--- src/rtl/imem_loader_ctrl_pkg.sv ---
// Shared constants and loader state encoding for the instruction-memory loader.
// The optional trailer checksum is enabled by defining IMEM_LOADER_CHECKSUM_EN (off by default).
package imem_loader_ctrl_pkg;

  localparam int IMEM_ADDR_W = 10;
  localparam int IMEM_DEPTH  = 1 << IMEM_ADDR_W;
  localparam int WORD_W      = 32;

  typedef enum logic [1:0] {
    ST_RUN   = 2'd0,
    ST_LOAD  = 2'd1,
    ST_CHECK = 2'd2,
    ST_ERR   = 2'd3
  } ld_state_t;

endpackage

--- src/rtl/imem_loader_ctrl_byte_word_packer.sv ---
// Packs accepted bytes little-endian into 32-bit words; word_valid pulses the
// cycle after the 4th byte, while word still holds the completed value.
module byte_word_packer
  import imem_loader_ctrl_pkg::*;
(
  input  logic              clk,
  input  logic              rst_n,
  input  logic              flush,
  input  logic [7:0]        byte_in,
  input  logic              byte_vld,
  output logic [WORD_W-1:0] word,
  output logic              word_valid,
  output logic              last
);

  logic [1:0] bcnt;

  always_ff @(posedge clk) begin
    if (!rst_n || flush) begin
      bcnt       <= '0;
      word       <= '0;
      word_valid <= 1'b0;
    end else begin
      word_valid <= byte_vld && (bcnt == 2'd3);
      if (byte_vld) begin
        word[{bcnt, 3'b000} +: 8] <= byte_in;
        bcnt                      <= bcnt + 2'd1;
      end
    end
  end

  assign last = (bcnt == 2'd3);

endmodule

--- src/rtl/imem_loader_ctrl.sv ---
// Owns the instruction-memory port: downloads a byte stream into words 0..len-1
// while holding the core in reset. Trailer checksum enabled by IMEM_LOADER_CHECKSUM_EN.
module imem_loader_ctrl
  import imem_loader_ctrl_pkg::*;
#(
  parameter int ADDR_W = IMEM_ADDR_W
) (
  input  logic              clk,
  input  logic              rst_n,
  input  logic              load_start,
  input  logic [ADDR_W:0]   load_len,
  input  logic [7:0]        s_byte,
  input  logic              s_valid,
  output logic              s_ready,
  input  logic [ADDR_W-1:0] fetch_addr,
  output logic [ADDR_W-1:0] im_addr,
  output logic              im_we,
  output logic [WORD_W-1:0] im_wdata,
  output logic              cpu_rst_n,
  output logic              busy,
  output logic              done,
  output logic              err
);

  localparam logic [ADDR_W:0] DEPTH = {1'b1, {ADDR_W{1'b0}}};

  function automatic logic [ADDR_W:0] sat_len(input logic [ADDR_W:0] l);
    return (l > DEPTH) ? DEPTH : l;
  endfunction

  ld_state_t         state;
  logic [ADDR_W:0]   word_cnt;
  logic [ADDR_W:0]   last_idx;
  logic              hs;
  logic              start_go;
  logic              final_word;
  logic              pk_vld;
  logic              pk_last;

  assign hs         = s_valid && s_ready;
  assign start_go   = load_start && (load_len != '0) && (state == ST_RUN || state == ST_ERR);
  assign final_word = (word_cnt == last_idx);
  assign im_addr    = (state == ST_LOAD) ? word_cnt[ADDR_W-1:0] : fetch_addr;

  byte_word_packer u_packer (
    .clk        (clk),
    .rst_n      (rst_n),
    .flush      (start_go),
    .byte_in    (s_byte),
    .byte_vld   (hs),
    .word       (im_wdata),
    .word_valid (pk_vld),
    .last       (pk_last)
  );

`ifdef IMEM_LOADER_CHECKSUM_EN
  logic [WORD_W-1:0] sum;
`endif

  always_ff @(posedge clk) begin
    if (!rst_n) begin
      state     <= ST_RUN;
      word_cnt  <= '0;
      last_idx  <= '0;
      s_ready   <= 1'b0;
      im_we     <= 1'b0;
      cpu_rst_n <= 1'b1;
      busy      <= 1'b0;
      done      <= 1'b0;
`ifdef IMEM_LOADER_CHECKSUM_EN
      err       <= 1'b0;
      sum       <= '0;
`endif
    end else begin
      im_we <= 1'b0;
      done  <= 1'b0;
      case (state)
        ST_RUN: begin
          cpu_rst_n <= 1'b1;
          if (load_start && load_len == '0) done <= 1'b1;
        end
        ST_LOAD: begin
          if (hs && pk_last) begin
            im_we <= 1'b1;
`ifndef IMEM_LOADER_CHECKSUM_EN
            if (final_word) s_ready <= 1'b0;
`endif
          end
          if (pk_vld) begin
            word_cnt <= word_cnt + 1'b1;
`ifdef IMEM_LOADER_CHECKSUM_EN
            sum <= sum + im_wdata;
            if (final_word) state <= ST_CHECK;
`else
            if (final_word) begin
              state <= ST_RUN;
              busy  <= 1'b0;
              done  <= 1'b1;
            end
`endif
          end
        end
`ifdef IMEM_LOADER_CHECKSUM_EN
        // Trailer word arrives through the same packer; ready stays up until it is complete
        ST_CHECK: begin
          if (hs && pk_last) s_ready <= 1'b0;
          if (pk_vld) begin
            if (im_wdata == sum) begin
              state <= ST_RUN;
              busy  <= 1'b0;
              done  <= 1'b1;
            end else begin
              state <= ST_ERR;
              err   <= 1'b1;
            end
          end
        end
        ST_ERR: ;
`endif
        default: state <= ST_RUN;
      endcase

      // Starting a load overrides whatever the state branch above scheduled
      if (start_go) begin
        state     <= ST_LOAD;
        word_cnt  <= '0;
        last_idx  <= sat_len(load_len) - 1'b1;
        s_ready   <= 1'b1;
        cpu_rst_n <= 1'b0;
        busy      <= 1'b1;
`ifdef IMEM_LOADER_CHECKSUM_EN
        err       <= 1'b0;
        sum       <= '0;
`endif
      end
    end
  end

`ifndef IMEM_LOADER_CHECKSUM_EN
  assign err = 1'b0;
`endif

endmodule

--- config.mk ---
export PLATFORM = sky130hd
export DESIGN_NAME = imem_loader_ctrl
export DESIGN_NICKNAME = d
export VERILOG_FILES = /design/src/rtl/imem_loader_ctrl_pkg.sv /design/src/rtl/imem_loader_ctrl_byte_word_packer.sv /design/src/rtl/imem_loader_ctrl.sv
export SDC_FILE = /design/constraint.sdc
export NUM_CORES = 1
export LEC_CHECK = 0
export BUFFER_PORTS_ARGS = -buffer_cell sky130_fd_sc_hd__buf_2
export CAP_MARGIN = 0
export CORE_ASPECT_RATIO = 0.6
export CORE_UTILIZATION = 47
export DETAILED_ROUTE_END_ITERATION = 12
export GPL_TIMING_DRIVEN = 0
export PLACE_DENSITY = 0.76
export SLEW_MARGIN = 30
export SYNTH_ARGS = -nofsm -noshare
export SYNTH_HDL_FRONTEND = slang
export SYNTH_SLANG_ARGS = --single-unit
--- constraint.sdc ---
create_clock -name clk -period 2.1 [get_ports clk]
set_clock_uncertainty 0.2 [all_clocks]
set_input_delay 0.105 -clock clk [delete_from_list [all_inputs] [get_ports clk]]
set_output_delay 0.105 -clock clk [all_outputs]
set_load 0.01 [all_outputs]
==> results.tsv, run 1 <==
stage	metric	value	unit
global_routing	vias in the first global route	2725	
detailed_routing	Routed Antenna Nets	0	
cells_and_area	# fillers	441	
run_status	status	finished clean	
critical_path	CP Launch Type	input pin	
synthesis	Synth top area share	43.8	%
timing	Final Cycle Share	99.8	%
critical_path	Critical Path RT	2.15	ns
synthesis	Cell variety after synth	45	
detailed_routing	DR vias	2959	
synthesis	Synth area leaders	dfxtp_1, a22oi_1, nor2_1, xnor2_1, mux2_2	
detailed_routing	drt wl/cell	16.7	um
critical_path	CP Capture Type	register	
clocking	CTS Buf Count	9	
die	core area	5730	um^2
placement	hpwl dp	5.72	mm
die	Starting Density	50.3	%
placement	Buffers on Ports	78	
synthesis	synthesized net count	351	
die	Die W	103	um
power	LEAKAGE	1.64	nW
power	Pwr per Cell Area	711	nW/um^2
timing	Worst slew margin	59.9	%
die	die footprint	6460	um^2
synthesis	warnings from Yosys	0	
clocking	CTS Buffer Depth	2	
timing	Fin. Hold Viols	0	
timing	Hold WS	0.0658	ns
critical_path	Max stage delay on crit path	0.55	ns
synthesis	sequential share of the synthesized area	43.8	%
power	Peak VDD IR	426	uV
die	Die Y	62.6	um
clocking	H-tree levels	3	
detailed_routing	Avg Vias per Cell	5.72	
synthesis	Mapped Avg Cell Area	9.26	um^2
detailed_routing	routed wire length	8.65	mm
cells_and_area	Final #Nets	472	
clocking	CTS tree	done	
placement	GP Congestion	0.831	
critical_path	critical path cell sequence	dlygate4sd3_1 -> buf_2 -> or4_4 -> nor3_4 -> nor2_4 -> buf_4 -> a311oi_1	
cells_and_area	synthesis-to-layout area growth	39.9	%
critical_path	register-to-register setup slack	0.10	ns
global_routing	antenna violations before repair	0	
cells_and_area	sequential cell area	1260	um^2
power	Design Power	2.87	mW
timing	Slew Limit Fails	0	
global_routing	largest net degree at the start of global routing	14	
timing	measured slew at the worst slew-check pin	0.601	ns
critical_path	worst path bufs/invs	3	
timing	RSZ-0062 raised after global routing	true	
synthesis	Top FF cell, synth	dfxtp_1	
cells_and_area	most common cell after layout, fill and taps aside	buf_2	
die	Rows	21	
detailed_routing	DRC	0	
critical_path	crit path kind	in -> reg	
critical_path	CP Max Fanout	6	
synthesis	Synth Cell Area	2880	um^2
cells_and_area	n_diodes	0	
run	Max Cap Viol	0	
clocking	clk slew on worst S/H paths	0.07	ns
synthesis	#FFs+latches synth	63	
clocking	Sink Count	63	
worst_hold_path	Tightest Hold Check Type	in -> reg	
timing	fmax	477	MHz
detailed_routing	DR pass1 iterations	5	
timing	final setup fails	0	
synthesis	Async S/R FF share, synth	0	%
synthesis	Post-synth EDFFs	0	
clocking	root buffer cell	clkbuf_8	
cells_and_area	commonest non-fill, non-tap cells in the layout	buf_2, dfxtp_1, nor2_1	
clocking	worst-skew pair later-pin latency	0.35	ns
die	I/O pin count	81	
global_routing	first-pass GRT wire length	13.5	mm
critical_path	CP delay by family, top	simple AND/OR/NAND/NOR gates	
timing	Tmin final	2.10	ns
global_routing	global route overflow	0	
critical_path	CP max stage cell	dlygate4sd3_1	
cells_and_area	layout cells sized above 1	35.5	%
critical_path	WP data arrival	2.15	ns
cells_and_area	area occupied by multi-input gates	1630	um^2
global_routing	total track usage	27.9	%
detailed_routing	DR iter-0 viols	238	
synthesis	Post-Synthesis Cells	311	
synthesis	dominant cell type by area after synthesis	dfxtp_1	
timing	setup_tns	0	ns
[cell type report]
class                      instances  area share [%]
inverter                           4           0.466
timing repair buffer             112            17.4
multi-input combinational        227            40.4
clock buffer                       9            3.07
clock inverter                     7            2.55
sequential                        63            31.4
buffer                            15            2.30
tap                               80            2.48
[stage by stage]
step	util (%)	instance area, um^2	worst slack (ns)	cells
finish	70.4	4030	0.00430	517
global route	70.4	4030	-0.0248	517
CTS	68.4	3920	0.00902	513
detailed placement	59.2	3390	-0.455	470
global placement	58.8	3370	-0.740	469
floorplan	-	2880	-0.0147	311
[path summary, 6_finish.rpt]
path	startpoint	endpoint	depth (start not counted)
worst max-delay path	load_len[9]	last_idx[7]	7
worst min-delay path	load_len[3]	last_idx[4]	5
worst max register to register	u_packer.bcnt[0]	u_packer.word[20]	8
worst min register to register	busy	busy	2
[worst min-delay path: cells and delay by family]
family                 cells  cell delay, ns
AO/OA/AOI/OAI              1            0.09
buffers and inverters      1            0.14
AND/OR/NAND/NOR            3            0.24
[power by group]
group / switching, mW / total (mW) / internal [mW]
sequential: 0.0274 / 1.25 / 1.23
combinational: 0.228 / 0.418 / 0.190
clock: 0.512 / 1.19 / 0.682
total: 0.767 / 2.87 / 2.10
[registers in the layout (all words and copies together) (netlist names), 2 cells and up]
signal         cells
u_packer.bcnt      2
word_cnt          11
u_packer.word     32
last_idx          11
[metal layers]
| metal | track usage [%] | wire length, um | part of all wire (%) |
|---|---|---|---|
| met2 | 39.9 | 3630 | 42 |
| met3 | 8.72 | 886 | 10 |
| met4 | 8.63 | 229 | 2.6 |
| met1 | 39.8 | 3910 | 45 |
| met5 | 0 | 0 | 0 |
[Yosys cell counts (2+ instances only)]
library cell	count
or3_1	3
nor4b_2	2
o2bb2ai_1	2
nand4_1	7
a21oi_2	2
a22oi_1	32
nand2b_1	2
nor3_1	6
a211oi_1	2
nand2_1	14
inv_1	2
buf_6	3
nand3_1	16
a311oi_1	6
buf_2	6
a21oi_1	10
o221a_2	2
clkinv_1	2
nor2_2	2
xnor2_1	15
clkbuf_1	5
ha_1	7
nor2b_1	3
nor4_1	5
dfxtp_1	63
o21ai_0	5
nor2_1	48
buf_1	2
xor2_1	10
or4_1	2
mux2_2	10
and4_1	2
[cell families (layout without fill, tap and decap cells)]
logic type               after synthesis  in the layout  synth area share, %
AO/OA/AOI/OAI                         66             66                 16.7
buffers and inverters                 21            147                 3.91
XOR/XNOR                              25             25                 7.60
adder cells (fa/ha/maj)                7              7                 3.04
flip-flops                            63             63                 43.8
multiplexers                          10             10                 3.91
other                                  1              1                0.130
AND/OR/NAND/NOR                      118            118                 20.9
[what timing repair did]
item                                    4_1_cts  5_1_grt
endpoints found under the hold margin        46        0
cloned                                        0        1
hold buffers                                 21        0
resized for setup                            10       21
endpoints found under the setup margin       37       66
buffers inserted                              6        6
pin swaps                                     2        5
No activity file was read; power rests on OpenSTA's default activity.
==> run 2: changes to the inputs <==
Settings changed: PLACE_DENSITY 0.76 to 0.75.
==> run 2 against run 1 <==
Non-clock buffer count down 9. Critical path depth unchanged. Count of clock-buffer cells in the layout is the same. Register-to-register slack improved by 0.04 ns. Via count down 4.6%. Critical endpoint is now last_idx[8].
==> results.tsv, run 2 (synthesized netlist as in run 1, its figures left out) <==
stage	metric	value	unit	change
detailed_routing	Met3 Wirelength	683	um	was 886 um
cells_and_area	n_diodes	0		unchanged
die	Rows	21		unchanged
run_status	status	finished clean		unchanged
timing	final setup fails	0		unchanged
clocking	worst-skew pair later-pin latency	0.35	ns	about the same
critical_path	crit path kind	in -> reg		unchanged
cells_and_area	Design Area, Final	3960	um^2	was 4030 um^2
detailed_routing	Routed Antenna Nets	0		unchanged
detailed_routing	met1 wire length	3.94	mm	was 3.91 mm
critical_path	CP delay by family, top	simple AND/OR/NAND/NOR gates		unchanged
critical_path	critical path cell sequence	dlygate4sd3_1 -> buf_2 -> or4_4 -> nor3_4 -> nor2_4 -> buf_6 -> a311oi_1		was dlygate4sd3_1 -> buf_2 -> or4_4 -> nor3_4 -> nor2_4 -> buf_4 -> a311oi_1
clocking	CTS tree	done		unchanged
detailed_routing	drt wl/cell	16.0	um	was 16.7 um
placement	dpl cell area	3390	um^2	unchanged
critical_path	Max stage delay on crit path	0.52	ns	was 0.55 ns
placement	hpwl dp	5.58	mm	was 5.72 mm
critical_path	Critical Path RT	2.14	ns	was 2.15 ns
global_routing	first-pass GRT wire length	13.1	mm	was 13.5 mm
global_routing	antenna violations before repair	0		unchanged
detailed_routing	DR pass1 iterations	4		was 5
timing	measured slew at the worst slew-check pin	0.523	ns	was 0.601 ns
cells_and_area	layout cells sized above 1	34.3	%	was 35.5%
cells_and_area	Layout Cells excl Fill	508		was 517
die	die footprint	6460	um^2	unchanged
clocking	Sink Count	63		unchanged
die	Starting Density	50.3	%	unchanged
critical_path	CP Launch Type	input pin		unchanged
detailed_routing	DRC	0		unchanged
power	Peak VDD IR	480	uV	was 426 uV
die	Die Y	62.6	um	unchanged
cells_and_area	most common cell after layout, fill and taps aside	buf_2		unchanged
cells_and_area	Final #Nets	463		was 472
detailed_routing	metal2 WL	3.43	mm	was 3.63 mm
clocking	CTS Buffer Depth	2		unchanged
detailed_routing	DR top layer	met4		unchanged
critical_path	worst path bufs/invs	3		unchanged
die	Die W	103	um	unchanged
power	LEAKAGE	1.61	nW	was 1.64 nW
clocking	root buffer cell	clkbuf_8		unchanged
cells_and_area	commonest non-fill, non-tap cells in the layout	buf_2, dfxtp_1, nor2_1		unchanged
cells_and_area	Regs by FF count	u_packer.word (32), last_idx (11), word_cnt (11)		unchanged
timing	Final Cycle Share	97.3	%	was 99.8%
die	core area	5730	um^2	unchanged
critical_path	CP Capture Type	register		unchanged
placement	pre-CTS worst setup slack	-0.459	ns	was -0.455 ns
timing	Final WS setup	0.0576	ns	was 0.00430 ns
critical_path	CP max stage cell	dlygate4sd3_1		unchanged
cells_and_area	Largest register FFs	32		unchanged
detailed_routing	routed wire length	8.14	mm	was 8.65 mm
timing	Fin. Hold Viols	0		unchanged
detailed_routing	DR iter-0 viols	254		was 238
timing	Tmin final	2.04	ns	was 2.10 ns
timing	Worst slew margin	65.2	%	was 59.9%
timing	fmax	490	MHz	was 477 MHz
global_routing	total track usage	27.2	%	was 27.9%
die	I/O pin count	81		unchanged
detailed_routing	DR vias	2824		was 2,959
clocking	clk slew on worst S/H paths	0.07	ns	about the same
detailed_routing	Avg Vias per Cell	5.56		was 5.72
placement	GP Congestion	0.862		was 0.831
critical_path	WP data arrival	2.09	ns	was 2.15 ns
global_routing	largest net degree at the start of global routing	13		was 14
clocking	CTS Buf Count	9		unchanged
power	Pwr per Cell Area	714	nW/um^2	was 711 nW/um^2
run	Max Cap Viol	0		unchanged
global_routing	global route overflow	0		unchanged
cells_and_area	Largest Register	u_packer.word		unchanged
placement	Buffers on Ports	78		unchanged
worst_hold_path	Tightest Hold Check Type	in -> reg		unchanged
global_routing	vias in the first global route	2573		was 2,725
timing	Slew Limit Fails	0		unchanged
placement	Cell Count Post-Placement	470		unchanged
cells_and_area	synthesis-to-layout area growth	37.4	%	was 39.9%
critical_path	CP Max Fanout	10		was 6
clocking	H-tree levels	3		unchanged
-- run 2: metal layers --
layer	track usage, %	up-vias
met4	8.27	0
met1	40.7	1326
met2	37.8	124
li1	-	1363
met3	7.38	11
met5	0	-
-- run 2: path summary, 6_finish.rpt --
kind / from / endpoint / slack [ns] / depth (start not counted)
setup / recovery: load_len[9] / last_idx[8] / 0.06 / 7
hold reg to reg: busy / busy / 0.28 / 2
setup reg to reg: u_packer.bcnt[0] / u_packer.word[20] / 0.14 / 7
hold / removal: load_len[1] / last_idx[1] / 0.02 / 4
-- run 2: power breakdown --
group / leakage (nW) / internal, mW / switching [mW]
Clock: 0.105 / 0.669 / 0.502
Sequential: 0.512 / 1.23 / 0.0254
Combinational: 0.990 / 0.183 / 0.215
Total: 1.61 / 2.08 / 0.743
-- run 2: timing repair --
action	CTS	global route
pin swaps	2	3
setup buffers	5	0
gates resized for setup	10	22
hold buffers	20	0
endpoints found under the setup margin	37	66
endpoints found under the hold margin	45	0
-- run 2: metrics by stage --
| stage | TNS [ns] | util (%) | hold slack [ns] | power [mW] |
|---|---|---|---|---|
| 6_report | 0 | 69.1 | 0.0236 | 2.82 |
| 5_1_grt | -0.00948 | 69.1 | 0.0304 | 2.92 |
| 4_1_cts | 0 | 68.0 | 0.00991 | 2.80 |
| 3_5_place_dp | -6.46 | 59.2 | 0.196 | 1.61 |
| 3_3_place_gp | -13.09 | 58.8 | 0.194 | 1.60 |
| 2_1_floorplan | -0.118 | - | 0.0215 | 1.48 |
-- run 2: tightest hold or removal path: cells and delay by family --
family	cells	cell delay, ns
adder cells (fa/ha/maj)	1	0.15
buffers and inverters	1	0.13
AND/OR/NAND/NOR	1	0.07
AO/OA/AOI/OAI	1	0.06
-- run 2: area by class of cell --
cell class,instances,area (um^2)
timing repair buffer,103,631
clock inverter,7,97.6
clock buffer,9,124
tap,80,100
buffer,15,97.6
fill,470,1770
sequential,63,1260
inverter,4,18.8
multi-input combinational,227,1630
==> run 3: changes to the inputs <==
Settings changed: CORE_UTILIZATION 47 to 55, PLACE_DENSITY 0.75 to not set, PLACE_DENSITY_LB_ADDON set to 0.2.
Clock period 2.1 ns to 2.63 ns, I/O delays scaled along.
==> run 3 against run 2 <==
Final area decreased by 5.2%. Worst hold slack got worse by 0.0061 ns. Sequential power down 20%. Die area down 14%. Critical path type is now reg -> reg. Largest cell class unchanged. Highest routed layer unchanged.
==> results.tsv, run 3 (synthesized netlist as in run 1, its figures left out) <==
stage	metric	value	unit	change
run_status	status	finished clean		unchanged
critical_path	CP max stage cell	nor4b_4		was dlygate4sd3_1
worst_hold_path	Tightest Hold Check Type	in -> reg		unchanged
cells_and_area	layout cells sized above 1	30.6	%	was 34.3%
run	Max Cap Viol	0		unchanged
critical_path	worst path bufs/invs	1		was 3
cells_and_area	Largest register FFs	32		unchanged
global_routing	first-pass GRT wire length	12.4	mm	was 13.1 mm
die	Rows	19		was 21
cells_and_area	# fillers	339		was 470
critical_path	Critical Path RT	2.70	ns	was 2.14 ns
power	clock share of power	39.3	%	was 41.5%
die	I/O pin count	81		unchanged
clocking	clk slew on worst S/H paths	0.07	ns	about the same
critical_path	Max stage delay on crit path	0.70	ns	was 0.52 ns
critical_path	Setup crit start	u_packer.bcnt[0]		was load_len[9]
detailed_routing	DR pass1 iterations	5		was 4
power	combinational power share	13.7	%	was 14.1%
detailed_routing	drt wl/cell	16.4	um	was 16.0 um
cells_and_area	synthesis-to-layout area growth	30.2	%	was 37.4%
die	Starting Density	60.0	%	was 50.3%
placement	Buffers on Ports	78		unchanged
detailed_routing	DRC	0		unchanged
timing	Tmin final	2.53	ns	
global_routing	global route overflow	0		unchanged
timing	final setup fails	0		unchanged
detailed_routing	Routed Antenna Nets	0		unchanged
power	sequential share of power	46.9	%	was 44.4%
placement	GP Congestion	0.872		was 0.862
cells_and_area	Layout Cells excl Fill	485		was 508
power	Peak VDD IR	460	uV	was 480 uV
critical_path	CP Capture Type	register		unchanged
detailed_routing	Avg Vias per Cell	5.80		was 5.56
critical_path	r2r worst-path depth	6		was 7
timing	Final WS setup	0.100	ns	was 0.0576 ns
critical_path	WP data arrival	2.60	ns	was 2.09 ns
timing	fmax	395	MHz	
placement	hpwl dp	5.60	mm	was 5.58 mm
critical_path	reg2reg start	u_packer.bcnt[0]		unchanged
clocking	worst-skew pair later-pin latency	0.34	ns	was 0.35 ns
global_routing	largest net degree at the start of global routing	12		was 13
clocking	Sink Count	63		unchanged
timing	Fin. Hold Viols	0		unchanged
cells_and_area	Regs by FF count	u_packer.word (32), last_idx (11), word_cnt (11)		unchanged
die	Die W	95.4	um	was 103 um
die	Die Y	58.1	um	was 62.6 um
critical_path	Worst R2R End	u_packer.word[4]		was u_packer.word[20]
die	core area	4800	um^2	was 5730 um^2
clocking	CTS Buf Count	9		unchanged
critical_path	register-to-register setup slack	0.10	ns	was 0.14 ns
clocking	Post-CTS Setup Bufs	0		was 5
critical_path	crit path kind	reg -> reg		was in -> reg
clocking	CTS Buffer Depth	2		unchanged
timing	Slew Limit Fails	0		unchanged
global_routing	total track usage	29.7	%	was 27.2%
timing	Final Cycle Share	96.2	%	
critical_path	Critical Path Sink	u_packer.word[4]		was last_idx[8]
clocking	root buffer cell	clkbuf_8		unchanged
clocking	CTS tree	done		unchanged
placement	pre-CTS worst setup slack	0.0342	ns	was -0.459 ns
cells_and_area	commonest non-fill, non-tap cells in the layout	buf_2, dfxtp_1, nor2_1		unchanged
detailed_routing	DR vias	2811		was 2,824
die	die footprint	5540	um^2	was 6460 um^2
detailed_routing	DR iter-0 viols	207		was 254
power	Pwr per Cell Area	568	nW/um^2	was 714 nW/um^2
cells_and_area	Final #Nets	457		was 463
critical_path	CP delay by family, top	simple AND/OR/NAND/NOR gates		unchanged
cells_and_area	n_diodes	0		unchanged
critical_path	CP Launch Type	register		was input pin
global_routing	vias in the first global route	2508		was 2,573
global_routing	antenna violations before repair	0		unchanged
cells_and_area	Largest Register	u_packer.word		unchanged
critical_path	critical path cell sequence	inv_1 -> ha_1 -> nand3_1 -> nor4b_4 -> a22oi_1 -> nor2_1		was dlygate4sd3_1 -> buf_2 -> or4_4 -> nor3_4 -> nor2_4 -> buf_6 -> a311oi_1
power	sw frac	26.4	%	was 26.3%
detailed_routing	routed wire length	7.95	mm	was 8.14 mm
critical_path	CP Max Fanout	9		was 10
timing	Worst slew margin	49.8	%	was 65.2%
power	LEAKAGE	1.54	nW	was 1.61 nW
critical_path	cell count along the critical path	6		was 7
clocking	H-tree levels	3		unchanged
cells_and_area	most common cell after layout, fill and taps aside	buf_2		unchanged
placement	Cell Count Post-Placement	453		was 470
power	P_int	1.57	mW	was 2.08 mW
power	NetSw	563	uW	was 743 uW
timing	measured slew at the worst slew-check pin	0.745	ns	was 0.523 ns
[run 3: changes by cell type in the layout (fill, tap and decap cells not counted), sizes merged]
cell	change
bufinv	-1
inv	+1
clkinvlp	-1
buf	-1
dlymetal6s4s	-1
dlygate4sd3	-3
[run 3: worst min-delay path by stage]
| stage | slack, ns | startpoint | cells past startpoint | to |
|---|---|---|---|---|
| 2_1_floorplan | 0.05 | load_len[0] | 1 | last_idx[0] |
| 3_3_place_gp | 0.22 | s_byte[7] | 3 | u_packer.word[23] |
| 3_5_place_dp | 0.23 | s_byte[7] | 3 | u_packer.word[15] |
| 4_1_cts | 0.009 | rst_n | 3 | u_packer.bcnt[1] |
| 5_1_grt | 0.03 | rst_n | 3 | u_packer.word[12] |
| 6_report | 0.02 | rst_n | 3 | word_cnt[10] |
[run 3: power groups by stage]
stage / sequential [mW] / combinational (mW) / clock (mW)
6_report: 1.00 / 0.293 / 0.838
3_5_place_dp: 1.02 / 0.265 / 0
5_1_grt: 1.00 / 0.317 / 0.891
4_1_cts: 0.999 / 0.285 / 0.844
3_3_place_gp: 1.02 / 0.257 / 0
2_1_floorplan: 1.02 / 0.163 / 0
[run 3: metal layers]
| layer | routed length, um | global-route usage, % | part of all wire [%] | up-vias |
|---|---|---|---|---|
| met4 | 59 | 8.32 | 0.74 | 0 |
| met2 | 3360 | 42.9 | 42 | 164 |
| met1 | 3760 | 44.5 | 47 | 1289 |
| met5 | 0 | 0 | 0 | - |
| li1 | - | - | - | 1345 |
| met3 | 770 | 6.17 | 9.7 | 13 |
[run 3: repair_timing]
action / CTS / global route
endpoints found under the setup margin: 0 / 9
gates resized for setup: 0 / 3
hold buffers: 16 / 0
endpoints found under the hold margin: 41 / 0
[run 3: worst register-to-register path: stages (launching register included)]
cell	delay, ns
dfxtp_1	0.40
inv_1	0.29
ha_1	0.21
nand3_1	0.40
nor4b_4	0.70
a22oi_1	0.14
nor2_1	0.12
[run 3: final cells by class]
| type | instances | area (um^2) | share of cell area (%) |
|---|---|---|---|
| sequential | 63 | 1260 | 33.6 |
| tap | 63 | 78.8 | 2.10 |
| timing repair buffer | 95 | 556 | 14.8 |
| inverter | 4 | 15.0 | 0.400 |
| multi-input combinational | 227 | 1550 | 41.2 |
| buffer | 17 | 97.6 | 2.60 |
| clock inverter | 6 | 60.1 | 1.60 |
| clock buffer | 10 | 138 | 3.67 |
[run 3: stage by stage]
step	TNS, ns	instance area [um^2]	hold WS (ns)	power (mW)	util [%]
finish	0	3750	0.0175	2.13	78.1
global route	-0.0179	3750	0.0321	2.21	78.1
CTS	0	3720	0.00926	2.13	77.6
detailed placement	0	3370	0.229	1.29	70.1
global placement	-1.53	3350	0.221	1.28	69.7
floorplan	0	2880	0.0480	1.18	-
